**src/rtl/tile_select_ctrl.sv**
```systemverilog
// Hosts NUM_TILES micro tiles on shared 8-bit buses and switches between them with a quiesce/reset/run sequence.
// Optional macro TILE_SEL_UI_SYNC_EN adds a 2-flop synchronizer on ui_in ahead of the tile input routing.
module tile_select_ctrl #(
  parameter int NUM_TILES    = 4,
  parameter int SEL_W        = 2,
  parameter int DEFAULT_SEL  = 0,
  parameter int GUARD_CYCLES = 2,
  parameter int RST_CYCLES   = 4
) (
  input  logic                   clk,
  input  logic                   rst_n,
  input  logic [7:0]             ui_in,
  input  logic [SEL_W-1:0]       sel_in,
  input  logic                   sel_load,
  input  logic [8*NUM_TILES-1:0] tile_uo,
  output logic [8*NUM_TILES-1:0] tile_ui,
  output logic [NUM_TILES-1:0]   tile_rst_n,
  output logic [NUM_TILES-1:0]   tile_clk_en,
  output logic [7:0]             uo_out,
  output logic [SEL_W-1:0]       active_sel,
  output logic                   busy,
  output logic                   sel_err
);

  typedef enum logic [1:0] {S_RUN, S_QUIESCE, S_RESET_NEW} state_t;

  localparam logic [3:0]       GUARD_INIT = 4'(GUARD_CYCLES - 1);
  localparam logic [3:0]       RST_INIT   = 4'(RST_CYCLES - 1);
  localparam logic [SEL_W:0]   NUM_T      = (SEL_W+1)'(NUM_TILES);
  localparam logic [SEL_W-1:0] DEF_SEL    = SEL_W'(DEFAULT_SEL);

  state_t           state, state_nx;
  logic [3:0]       cnt, cnt_nx;
  logic [SEL_W-1:0] active_sel_nx;
  logic             sel_err_nx;
  logic             switch_ok;
  logic [7:0]       active_uo;
  logic [7:0]       ui_route;

  function automatic logic [NUM_TILES-1:0] onehot(input logic [SEL_W-1:0] s);
    return NUM_TILES'(1) << s;
  endfunction

  // NOTE: every signal assigned in an always_comb gets a default first, so no path can infer a latch.
  always_comb begin
    state_nx      = state;
    cnt_nx        = cnt;
    active_sel_nx = active_sel;
    sel_err_nx    = sel_err;
    switch_ok     = 1'b0;
    case (state)
      S_RUN: begin
        if (sel_load) begin
          if ({1'b0, sel_in} >= NUM_T) begin
            sel_err_nx = 1'b1;
          end else if (sel_in != active_sel) begin
            switch_ok     = 1'b1;
            active_sel_nx = sel_in;
            state_nx      = S_QUIESCE;
            cnt_nx        = GUARD_INIT;
          end
        end
      end
      S_QUIESCE: begin
        if (cnt == 4'd0) begin
          state_nx = S_RESET_NEW;
          cnt_nx   = RST_INIT;
        end else begin
          cnt_nx = cnt - 4'd1;
        end
      end
      S_RESET_NEW: begin
        if (cnt == 4'd0) state_nx = S_RUN;
        else             cnt_nx   = cnt - 4'd1;
      end
      default: begin
        state_nx = S_RESET_NEW;
        cnt_nx   = RST_INIT;
      end
    endcase
  end

  always_comb begin
    active_uo = '0;
    for (int k = 0; k < NUM_TILES; k++) begin
      if (active_sel == SEL_W'(k)) active_uo = tile_uo[8*k +: 8];
    end
  end

  // NOTE: state registers use non-blocking assignments so every flop samples pre-edge values.
  always_ff @(posedge clk or negedge rst_n) begin
    if (!rst_n) begin
      state       <= S_RESET_NEW;
      cnt         <= RST_INIT;
      active_sel  <= DEF_SEL;
      sel_err     <= 1'b0;
      tile_clk_en <= onehot(DEF_SEL);
      uo_out      <= '0;
    end else begin
      state       <= state_nx;
      cnt         <= cnt_nx;
      active_sel  <= active_sel_nx;
      sel_err     <= sel_err_nx;
      tile_clk_en <= (state_nx == S_QUIESCE) ? '0 : onehot(active_sel_nx);
      // Output is blanked from the strobe onwards so the old tile never leaks into the switch window.
      uo_out      <= (state == S_RUN && state_nx == S_RUN) ? active_uo : 8'h00;
    end
  end

`ifdef TILE_SEL_UI_SYNC_EN
  logic [7:0] ui_s1, ui_s2;

  always_ff @(posedge clk or negedge rst_n) begin
    if (!rst_n) begin
      ui_s1 <= '0;
      ui_s2 <= '0;
    end else if (switch_ok) begin
      ui_s1 <= '0;
      ui_s2 <= '0;
    end else begin
      ui_s1 <= ui_in;
      ui_s2 <= ui_s1;
    end
  end

  assign ui_route = ui_s2;
`else
  assign ui_route = ui_in;
`endif

  // Tile-facing reset and data decode only from registered state, so no input glitch reaches a tile reset.
  always_comb begin
    tile_rst_n = '0;
    tile_ui    = '0;
    if (state == S_RUN) begin
      tile_rst_n = onehot(active_sel);
      for (int k = 0; k < NUM_TILES; k++) begin
        if (active_sel == SEL_W'(k)) tile_ui[8*k +: 8] = ui_route;
      end
    end
  end

  assign busy = (state != S_RUN);

endmodule
```
**config.mk**
```make
export PLATFORM = sky130hd
export DESIGN_NAME = tile_select_ctrl
export DESIGN_NICKNAME = d
export VERILOG_FILES = /design/src/rtl/tile_select_ctrl.sv
export SDC_FILE = /design/constraint.sdc
export NUM_CORES = 1
export LEC_CHECK = 0
export CORE_MARGIN = 2
export CORE_UTILIZATION = 35
export CTS_BUF_LIST = sky130_fd_sc_hd__clkbuf_4 sky130_fd_sc_hd__clkbuf_8 sky130_fd_sc_hd__clkbuf_16
export CTS_CLUSTER_SIZE = 16
export DETAILED_ROUTE_END_ITERATION = 12
export PLACE_DENSITY = 0.81
export SLEW_MARGIN = 10
export SYNTH_ARGS = -nofsm -noshare
export SYNTH_HDL_FRONTEND = slang
export SYNTH_SLANG_ARGS = --single-unit
```
**constraint.sdc**
```tcl
create_clock -name clk -period 2.2 [get_ports clk]
set_input_delay 0.33 -clock clk [delete_from_list [all_inputs] [get_ports clk]]
set_output_delay 0.33 -clock clk [all_outputs]
set_load 0.02 [all_outputs]
```
==> impl_metrics.tcl, run 1 <==
set metrics [dict create \
    status "finished clean" \
    cts_buffer_depth 2 \
    ys_seq_area_share_pct 37.2 \
    timing.fmax_mhz 476 \
    grt_pass1_wl_mm 6.53 \
    wirelength_mm 4.03 \
    clockPowerShare_pct 9.5 \
    cp_cell_sequence "nor2_1, inv_2, clkdlybuf4s50_1" \
    skew_ns 0.00500 \
    cts_hold_buf 0 \
    root_buffer "clkbuf_8" \
    grt-ovfl-total 0 \
    clock_sink_count 20 \
    place_ws_ns 0.0846 \
    swShare_pct 43.5 \
    ios 97 \
    wl_per_cell_um 14.4 \
    grt_max_degree 21 \
    first_pass_iters 4 \
    die_w_um 66.3 \
    htree_levels 1 \
    yosysTopAreaCellShare_pct 29.4 \
    ys_types 38 \
    place_congestion 0.727 \
    syn_area_um2 1360 \
    worst-path-max-fanout 7 \
    hold_violations 0 \
    cts_buffers 3 \
    crit_required_ns 1.87 \
    fin_crit_ns 2.10 \
    crit_slowest_cell "clkdlybuf4s50_1" \
    pwr-share-seq_pct 24.0 \
    syn_to_final_growth_pct 75.8 \
    fin_nets 279 \
    min_path_type "primary input to async pin" \
    tns_ns 0 \
    syn-num-nets 180 \
    yosysTopAreaCell "dfrtp_1" \
    rsz0062_at_grt "false" \
    vdd_drop_max_mv 0.550 \
    worstSetupStartpointType "register" \
    timing.final.crit_share_pct 95.6 \
    diodes 0 \
    drive_gt1_share_pct 13.4 \
    rr_startpoint "active_sel[0]$_DFF_PN0_" \
    ant_nets 0 \
    clk-insertion-delay-late_ns 0.26 \
    gr-usage-all-layers_pct 19.6 \
    drt_iter0_markers 31 \
    port_buffers 95 \
    die_area_um2 4400 \
    power.density_nw_per_um2 1130 \
    combPwrFrac_pct 66.5 \
    postCtsSetupBuffers 0 \
    whs_ns 0.413 \
    cellLeakagePower_nw 1.21 \
    coreArea_um2 3690 \
    slew_viol_final 0 \
    ys_ff_latch 20 \
    syn-instance-count 133 \
    first_global_vias 1454 \
    cap_viol_max_count 0 \
    syn_avg_cell_area_um2 10.2 \
    worst_slack_ns 0.0974 \
    cp.arrival_ns 1.77 \
    power.net_switching_mw 1.18 \
    cts_tree "built" \
    final_common_cell "clkdlybuf4s50_1" \
    route.vias.total 1348 \
    die_height_um 66.3 \
    cp-end-kind "primary output" \
    num_rows 22 \
    drcViolationCount 0 \
    start_util_pct 36.9 \
    yosysWarnings 0 \
    hpwl_mm 3.17 \
    final_cell_mix "clkdlybuf4s50_1 (59), dlygate4sd2_1 (33), and2_1 (32)" \
    crit_path_start "state[1]$_DFF_PN1_" \
    cts.clk_slew.worst_paths_ns 0.07 \
    setup_viol 0 \
    vias_per_cell 4.83 \
    yosys-top-cells-area "dfrtp_1 (29%), and2_1 (15%), mux4_2 (13%)" \
    critPathMaxStageDelay_ns 0.68 \
    critical_path_class "register to primary output" \
    p_int_mw 1.53 \
    antenna_found_initial 0 \
    final_util_pct 64.8 \
]
==> metal layers <==
metal	part of all wire, %	GRT usage [%]	vias to the layer above
met3	9.9	5.62	4
met1	40	21.2	617
met4	1.4	6.89	0
met2	49	36.0	76
met5	0	0	-
li1	-	-	651
==> worst max-delay path: cells and delay by family (launching register included) <==
family                 cells  cell delay [ns]
buffers and inverters      2             0.89
and+or+nand+nor            1             0.07
DFF                        1             0.55
==> synth_stat cells <==
master / number
and2b_1: 2
o22ai_1: 1
a211o_1: 1
buf_6: 2
and3_1: 8
nand2b_1: 2
nor3_1: 4
clkbuf_2: 1
a21oi_1: 5
o211ai_1: 1
mux4_2: 8
or3_1: 1
clkbuf_1: 1
xor2_1: 2
nor4_2: 1
and2_1: 32
nor2_2: 3
ha_1: 2
buf_2: 1
dfstp_2: 4
xnor2_1: 1
dfrtp_1: 16
nor3_4: 1
nand3_1: 1
inv_1: 7
nor2_1: 4
and2_4: 1
or3b_1: 1
or2_1: 1
mux2_2: 2
conb_1: 1
nand2_1: 6
o21ai_1: 1
buf_12: 1
o21ai_0: 4
a32o_1: 1
buf_4: 1
a31oi_1: 1
==> flip-flops by register name, indices dropped and copies added, names as in the netlist <==
signal / flops
active_sel: 2
cnt: 4
state: 2
tile_clk_en: 4
uo_out: 8
==> per-stage QoR <==
| stage | total power [mW] | cells | instance area, um^2 |
|---|---|---|---|
| global placement | 2.47 | 274 | 2340 |
| finish | 2.71 | 279 | 2390 |
| global route | 2.93 | 279 | 2390 |
| CTS | 2.74 | 279 | 2380 |
| detailed placement | 2.49 | 274 | 2340 |
| floorplan | 1.77 | 133 | 1360 |
==> area by class of cell <==
class	count	area, um^2
timing repair buffer	100	955
inverter	7	26.3
fill	325	1300
sequential	20	505
multi-input combinational	100	796
tap	48	60.1
clock buffer	4	48.8
==> path summary, 6_finish.rpt <==
kind,slack (ns),depth (start not counted),endpoint
hold / removal,0.41,2,uo_out[6]$_DFF_PN0_
max in group asynchronous,1.51,2,tile_clk_en[0]$_DFF_PN1_
setup reg to reg,0.42,6,cnt[0]$_DFFE_PN1P_
min in group clk,0.56,1,cnt[0]$_DFFE_PN1P_
hold reg to reg,0.56,1,cnt[0]$_DFFE_PN1P_
setup / recovery,0.1,3,busy
==> repair_timing <==
item	4_1_cts	5_1_grt
gates resized for setup	38	3
setup endpoints to repair	36	5
gates cloned	1	0
pin swaps	1	1
endpoints found under the hold margin	0	0
==> power by group through the flow <==
| stage | clock network (mW) | logic [mW] | registers, mW |
|---|---|---|---|
| final | 0.258 | 1.80 | 0.650 |
| after global routing | 0.287 | 1.97 | 0.671 |
| after detailed placement | 0 | 1.85 | 0.646 |
| after global placement | 0 | 1.83 | 0.636 |
| after CTS | 0.269 | 1.82 | 0.650 |
| after floorplan | 0 | 1.01 | 0.762 |
==> logic make-up (layout without fill, tap and decap cells) <==
| logic type | Yosys count | in the layout | synth area share, % |
|---|---|---|---|
| flip-flops | 20 | 20 | 37.2 |
| multiplexers | 10 | 10 | 14.9 |
| adder cells (fa/ha/maj) | 2 | 2 | 1.84 |
| XOR/XNOR | 3 | 3 | 1.93 |
| AND/OR/NAND/NOR | 68 | 69 | 30.7 |
| buffers and inverters | 14 | 111 | 6.62 |
| AO/OA/AOI/OAI | 15 | 15 | 6.53 |
| other | 1 | 1 | 0.276 |
Note: power is estimated with default switching activity, not from simulation.
==> inputs of run 2 (changes only) <==
Settings changed: CTS_CLUSTER_SIZE 16 to 14, HOLD_SLACK_MARGIN from default to 0.1.
==> results of run 2 <==
No change in the layout: final DEF, timing and power equal those of run 1.
